## config.mk

```make
export PLATFORM = sky130hd
export DESIGN_NAME = msj_duty_guard
export DESIGN_NICKNAME = d
export VERILOG_FILES = /design/src/rtl/msj_duty_guard.sv
export SDC_FILE = /design/constraint.sdc
export NUM_CORES = 1
export LEC_CHECK = 0
export BUFFER_PORTS_ARGS = -buffer_cell sky130_fd_sc_hd__buf_4
export CORE_AREA = 2 2 164 166
export CTS_CLUSTER_SIZE = 12
export DETAILED_ROUTE_END_ITERATION = 8
export DIE_AREA = 0 0 166 168
export PLACE_DENSITY = 0.66
export SYNTH_ARGS = -nofsm -noshare
export SYNTH_HDL_FRONTEND = slang
export SYNTH_SLANG_ARGS = --single-unit
```

## constraint.sdc

```tcl
create_clock -name clock -period 10.5 [get_ports clock]
set_clock_uncertainty 0.2 [all_clocks]
set_input_delay 2.1 -clock clock [delete_from_list [all_inputs] [get_ports clock]]
set_output_delay 2.1 -clock clock [all_outputs]
set_load 0.005 [all_outputs]
```

## src/rtl/msj_duty_guard.sv

```systemverilog
// Per-motor duty guard between the PD controller and the PWM generator:
// slew-limits accepted samples, ramps to zero on stop requests and trips on a lost sample stream.
module msj_duty_guard #(
  parameter int WATCHDOG_CYCLES = 100_000,
  parameter int RAMP_STEP       = 64,
  parameter int RAMP_DIV        = 5_000
) (
  input  logic               clock,
  input  logic               reset,
  input  logic               enable,
  input  logic signed [31:0] duty_in,
  input  logic               duty_valid,
  input  logic        [31:0] max_step,
  input  logic               emergency_off,
  input  logic               clear_fault,
  output logic signed [31:0] duty_out,
  output logic               duty_strobe,
  output logic        [1:0]  state,
  output logic        [1:0]  fault_code
);

  localparam int WD_W = (WATCHDOG_CYCLES > 2) ? $clog2(WATCHDOG_CYCLES) : 1;
  localparam int RD_W = (RAMP_DIV > 2) ? $clog2(RAMP_DIV) : 1;
  localparam logic [WD_W-1:0] WD_LAST   = WD_W'(WATCHDOG_CYCLES - 1);
  localparam logic [RD_W-1:0] RAMP_LAST = RD_W'(RAMP_DIV - 1);

  localparam logic [1:0] FC_NONE  = 2'd0;
  localparam logic [1:0] FC_EMERG = 2'd1;
  localparam logic [1:0] FC_WDOG  = 2'd2;

  typedef enum logic [1:0] {
    ST_DISABLED = 2'd0,
    ST_RUN      = 2'd1,
    ST_RAMP     = 2'd2,
    ST_FAULT    = 2'd3
  } state_t;

  state_t              fsm_state;
  state_t              fsm_next;
  logic signed [31:0]  duty_next;
  logic                strobe_next;
  logic        [1:0]   fault_next;
  logic        [1:0]   fault_eff;
  logic [WD_W-1:0]     wd_cnt;
  logic [WD_W-1:0]     wd_next;
  logic [RD_W-1:0]     ramp_cnt;
  logic [RD_W-1:0]     ramp_next;

  // Move cur toward target by at most limit; the 34-bit delta cannot overflow.
  function automatic logic signed [31:0] slew_step(
    input logic signed [31:0] cur,
    input logic signed [31:0] target,
    input logic        [31:0] limit
  );
    logic signed [33:0] delta;
    logic signed [33:0] mag;
    logic signed [33:0] lim;
    logic        [31:0] moved;
    delta = $signed({{2{target[31]}}, target}) - $signed({{2{cur[31]}}, cur});
    mag   = delta[33] ? -delta : delta;
    lim   = $signed({2'b00, limit});
    if ((limit == 32'd0) || (mag <= lim)) begin
      slew_step = target;
    end else if (delta[33]) begin
      moved     = cur - limit;
      slew_step = $signed(moved);
    end else begin
      moved     = cur + limit;
      slew_step = $signed(moved);
    end
  endfunction

  // One ramp tick toward zero, clamped so the sign never flips.
  function automatic logic signed [31:0] ramp_toward_zero(input logic signed [31:0] cur);
    logic signed [31:0] step;
    step = 32'(RAMP_STEP);
    if (cur > step) begin
      ramp_toward_zero = cur - step;
    end else if (cur < -step) begin
      ramp_toward_zero = cur + step;
    end else begin
      ramp_toward_zero = 32'sd0;
    end
  endfunction

  assign state = fsm_state;

  // Next-state, next-duty and counter logic; event priority is encoded in the if-chains.
  always_comb begin
    fsm_next    = fsm_state;
    duty_next   = duty_out;
    strobe_next = 1'b0;
    fault_next  = fault_code;
    fault_eff   = fault_code;
    wd_next     = wd_cnt;
    ramp_next   = ramp_cnt;
    case (fsm_state)
      ST_DISABLED: begin
        duty_next = 32'sd0;
        wd_next   = {WD_W{1'b0}};
        if (enable && !emergency_off && (fault_code == FC_NONE)) begin
          fsm_next = ST_RUN;
        end else begin
          fsm_next = ST_DISABLED;
        end
      end
      ST_RUN: begin
        if (emergency_off) begin
          fsm_next   = ST_RAMP;
          fault_next = FC_EMERG;
          ramp_next  = {RD_W{1'b0}};
        end else if (!duty_valid && (wd_cnt == WD_LAST)) begin
          fsm_next    = ST_FAULT;
          fault_next  = FC_WDOG;
          duty_next   = 32'sd0;
          strobe_next = 1'b1;
          wd_next     = {WD_W{1'b0}};
        end else if (!enable) begin
          fsm_next  = ST_RAMP;
          ramp_next = {RD_W{1'b0}};
        end else if (duty_valid) begin
          duty_next   = slew_step(duty_out, duty_in, max_step);
          strobe_next = 1'b1;
          wd_next     = {WD_W{1'b0}};
        end else begin
          wd_next = wd_cnt + {{(WD_W-1){1'b0}}, 1'b1};
        end
      end
      ST_RAMP: begin
        // An emergency arriving during a disable ramp turns its end into a fault.
        if (emergency_off && (fault_code == FC_NONE)) begin
          fault_eff = FC_EMERG;
        end else begin
          fault_eff = fault_code;
        end
        fault_next = fault_eff;
        if (duty_out == 32'sd0) begin
          ramp_next = {RD_W{1'b0}};
          if (fault_eff != FC_NONE) begin
            fsm_next = ST_FAULT;
          end else begin
            fsm_next = ST_DISABLED;
          end
        end else if (ramp_cnt == RAMP_LAST) begin
          ramp_next   = {RD_W{1'b0}};
          duty_next   = ramp_toward_zero(duty_out);
          strobe_next = 1'b1;
        end else begin
          ramp_next = ramp_cnt + {{(RD_W-1){1'b0}}, 1'b1};
        end
      end
      ST_FAULT: begin
        duty_next = 32'sd0;
        if (clear_fault && !emergency_off) begin
          fsm_next   = ST_DISABLED;
          fault_next = FC_NONE;
        end else begin
          fsm_next = ST_FAULT;
        end
      end
      default: begin
        fsm_next   = ST_DISABLED;
        duty_next  = 32'sd0;
        fault_next = FC_NONE;
        wd_next    = {WD_W{1'b0}};
        ramp_next  = {RD_W{1'b0}};
      end
    endcase
  end

  // State and output registers with synchronous reset.
  always_ff @(posedge clock) begin
    if (reset) begin
      fsm_state   <= ST_DISABLED;
      duty_out    <= 32'sd0;
      duty_strobe <= 1'b0;
      fault_code  <= FC_NONE;
      wd_cnt      <= {WD_W{1'b0}};
      ramp_cnt    <= {RD_W{1'b0}};
    end else begin
      fsm_state   <= fsm_next;
      duty_out    <= duty_next;
      duty_strobe <= strobe_next;
      fault_code  <= fault_next;
      wd_cnt      <= wd_next;
      ramp_cnt    <= ramp_next;
    end
  end

endmodule
```

==> summary.txt <==
Pwr
  • PD cells: 199 nW/um2
  • Total design power: 2.33 mW
  • Max IR drop VDD: roughly 0.00012 V
  • Leakage: 4.84 nW

Synthesis
  • Post-synth top cells: sky130_fd_sc_hd__nand2_1 (139), sky130_fd_sc_hd__a21oi_1 (124), sky130_fd_sc_hd__nor2_1 (114)
  • Number of flip-flops and latches in the synthesized netlist: 67
  • Post-synthesis average cell area: roughly 7 um2
  • Number of enable flip-flop cells after synthesis: 0
  • Syn Std Cell Area: 10,300 um2
  • Part of the Yosys area used for sequential elements: 13.1%
  • Dominant register cell in the synthesized netlist: sky130_fd_sc_hd__dfxtp_1
  • Area share of the largest cell type after synthesis: 13.2%
  • Ys Warns: 0
  • Distinct cell type count of the synthesized netlist: 84
  • Most common cell in the synthesized netlist: sky130_fd_sc_hd__nand2_1
  • Async set-or-reset flop fraction in the synthesized netlist: 0%
  • Post-Synthesis Net Count: 1,613
  • Number of standard cells after synthesis: 1,433
  • Largest area contributor in the synthesized netlist: sky130_fd_sc_hd__ha_1
  • Leading post-synthesis cells by cell area: sky130_fd_sc_hd__ha_1 (13%), sky130_fd_sc_hd__dfxtp_1 (13%), sky130_fd_sc_hd__xnor2_1 (8.4%)

Global routing
  • Sum of overflow across all layers after global routing: 0
  • Via count of the first global-routing pass: 10,300
  • First-pass GRT wire length: roughly 53 mm
  • Number of antenna violations at the first check in global routing: 0
  • Largest net degree at the start of global routing: 37
  • Overall routing resource usage: 23.4%

Clocking
  • CTS tree: built
  • Root Driver: sky130_fd_sc_hd__clkbuf_16
  • H-Tree Depth: 3
  • CTS clock-pin slew for the worst setup and hold paths: around 60 ps
  • TritonCTS Sinks: 67
  • Number of hold buffers added after cts: 0
  • Postcts setup bufs: 0
  • Worst-skew pair later-pin latency: 340 ps
  • Bufs on Longest Clock Path: 2
  • Total clock buffers created by CTS: 9
  • Number of instances resized during post-cts repair: 0

Layout
  • Number of diodes added for antenna fixing: 0
  • Share of layout cells above drive strength 1: 10.6%
  • Final std cell area, no fill: around 12,000 um2
  • Flip-flop and latch area: 1340 um2
  • Final Non-Filler Cells: around 1,900
  • Net count reported at finish: 1,689
  • Area occupied by multi-input gates: approximately 8400 um2
  • Count of filler cells inserted in the layout: 2,691
  • Area Overhead vs Synth: 13.7%

Timing
  • Final Critical Period: between 8000 and 9000 ps
  • Post-route fraction of the period consumed by the critical path: 81.1%
  • Max transition margin: 29.4%
  • Tightest Pin Transition: 1060 ps
  • Worst hold-check slack: approximately 280 ps
  • Unrepaired setup endpoints after global routing: no
  • Upper clock frequency limit: 117 MHz
  • Total negative slack for setup checks: 0 ps
  • Finish-stage setup viols: 0
  • Final count of hold timing violations: 0
  • Final max-slew violation count: 0

Hold path
  • Number of cells on the worst hold path: 2
  • Launch instance of the worst min-delay path: ramp_cnt[1]$_SDFFE_PP0P_
  • Worst hold path endpoint: ramp_cnt[1]$_SDFFE_PP0P_
  • Min-delay worst type: register to register

Placed design
  • # port buffers: 106
  • Placed cell areas: 11,400 um2
  • Total half-perimeter wirelength after legalization and detailed placement: 27.3 mm
  • # placed instances: between 1,500 and 2,000
  • Global placer's final weighted congestion: roughly 0.96

Detailed routing
  • DRC violation count after routing: 0
  • Total number of vias: 11,000
  • Starting DRT DRC Count: 987
  • Initial DRT Pass Iterations: 6
  • Average detailed-routed wire length per instance: around 18 um
  • Wire length after detailed routing: approximately 34 mm
  • Drt via density: 5.91
  • Antenna viol nets, final: 0

Critical path
  • Worst Path Class, Setup: input port to register
  • FF-to-FF path depth: 21
  • Maximum fanout encountered on the critical timing path: 29
  • Crit path launch type: input port
  • Stage delay of the slowest cell on the critical path: about 850 ps
  • Endpoint type of the worst setup path: register
  • Arrival time at the worst endpoint: 8580 ps
  • Required time of the critical path: 10,570 ps
  • Worst setup path startpoint: duty_in[0]
  • R2r startpoint: duty_out[6]$_SDFFE_PP0P_
  • Capture instance of the worst register-to-register path: duty_out[0]$_SDFFE_PP0P_
  • Setup slack on the worst flop-to-flop path: 3060 ps
  • Master of the slowest instance on the critical path: sky130_fd_sc_hd__a31oi_4

Outcome
  • Outcome: finished, final reports clean

Job
  • Max-capacitance violation count: 0

Floorplan
  • Chip width: 166 um
  • Number of primary I/O pins: 107
  • Die Y-Extent: roughly 170 um
  • Number of cell rows: 60
  • Starting utilization of the core area: between 30% and 40%
  • Total die area: roughly 28,000 um2
  • Total core area: between 20,000 and 30,000 um2
==> layer usage <==
metal | vias up | wire (um) | GRT usage [%]
met3 | 66 | 1570 | 2.44
met4 | 0 | 1200 | 9.72
met2 | 368 | 14900 | 37.5
met5 | - | 0 | 0
met1 | 5119 | 15800 | 32.1
li1 | 5407 | - | -
==> critical path: cells and delay by family <==
kind                     cells  cell delay (ps)
AO/OA/AOI/OAI               12             3900
adder cells (fa/ha/maj)      3              970
XOR/XNOR                     1              170
buffers and inverters        3              500
AND/OR/NAND/NOR              5              560
multiplexers                 1              340
==> power by group <==
group          internal, mW  leakage, nW  switching [mW]
Sequential            0.274        0.541          0.0445
Clock                 0.218        0.155           0.112
Combinational         0.678         4.15            1.00
==> kinds of logic after synthesis <==
group	synth area share [%]
buf+inv	5.36
xor+xnor	11.9
simple gates	25.5
compound gates	27.0
fa+ha+maj	13.5
mux	3.61
flops	13.1
==> through the flow <==
| step | setup slack, ps | util [%] |
|---|---|---|
| floorplan | 2750 | - |
| global placement | 1750 | 43.1 |
| detailed placement | 1680 | 43.1 |
| CTS | 2020 | 44.3 |
| global route | 1540 | 44.3 |
| finish | 1990 | 44.3 |
==> cell usage in the layout (no fill, tap or decap), types with 19 or more instances in the layout <==
cell type and n:
sky130_fd_sc_hd__nor2_1 113, sky130_fd_sc_hd__o21ai_0 94, sky130_fd_sc_hd__xor2_1 42, sky130_fd_sc_hd__mux2i_1 25, sky130_fd_sc_hd__a21oi_1 124, sky130_fd_sc_hd__inv_1 95, sky130_fd_sc_hd__nand4_1 24, sky130_fd_sc_hd__dfxtp_1 67
sky130_fd_sc_hd__a21o_1 27, sky130_fd_sc_hd__nor4_1 19, sky130_fd_sc_hd__and3_1 27, sky130_fd_sc_hd__buf_4 111, sky130_fd_sc_hd__nand3_1 50, sky130_fd_sc_hd__or3_1 22, sky130_fd_sc_hd__xnor2_1 98, sky130_fd_sc_hd__nand2_1 139
sky130_fd_sc_hd__nand2b_1 20, sky130_fd_sc_hd__ha_1 108, sky130_fd_sc_hd__nor3_1 39
==> layout make-up <==
class                      instances  area share [%]
multi-input combinational       1225            72.0
sequential                        67            11.5
timing repair buffer             111            7.14
tap                              341            3.65
inverter                          95            3.05
clock buffer                      12            2.20
clock inverter                     2           0.514
==> registers in the layout, indices dropped and copies added, names as in the netlist <==
register	flops
duty_out	32
state	2
duty_strobe	1
fault_code	2
wd_cnt	17
ramp_cnt	13
==> worst max-delay path by stage <==
stage	endpoint	slack, ps
floorplan	duty_out[29]$_SDFFE_PP0P_	2750
detailed placement	duty_out[0]$_SDFFE_PP0P_	1680
CTS	duty_out[0]$_SDFFE_PP0P_	2020
finish	duty_out[0]$_SDFFE_PP0P_	1990
global placement	duty_out[0]$_SDFFE_PP0P_	1750
global route	duty_out[0]$_SDFFE_PP0P_	1540
Note: power is estimated with default switching activity, not from simulation.
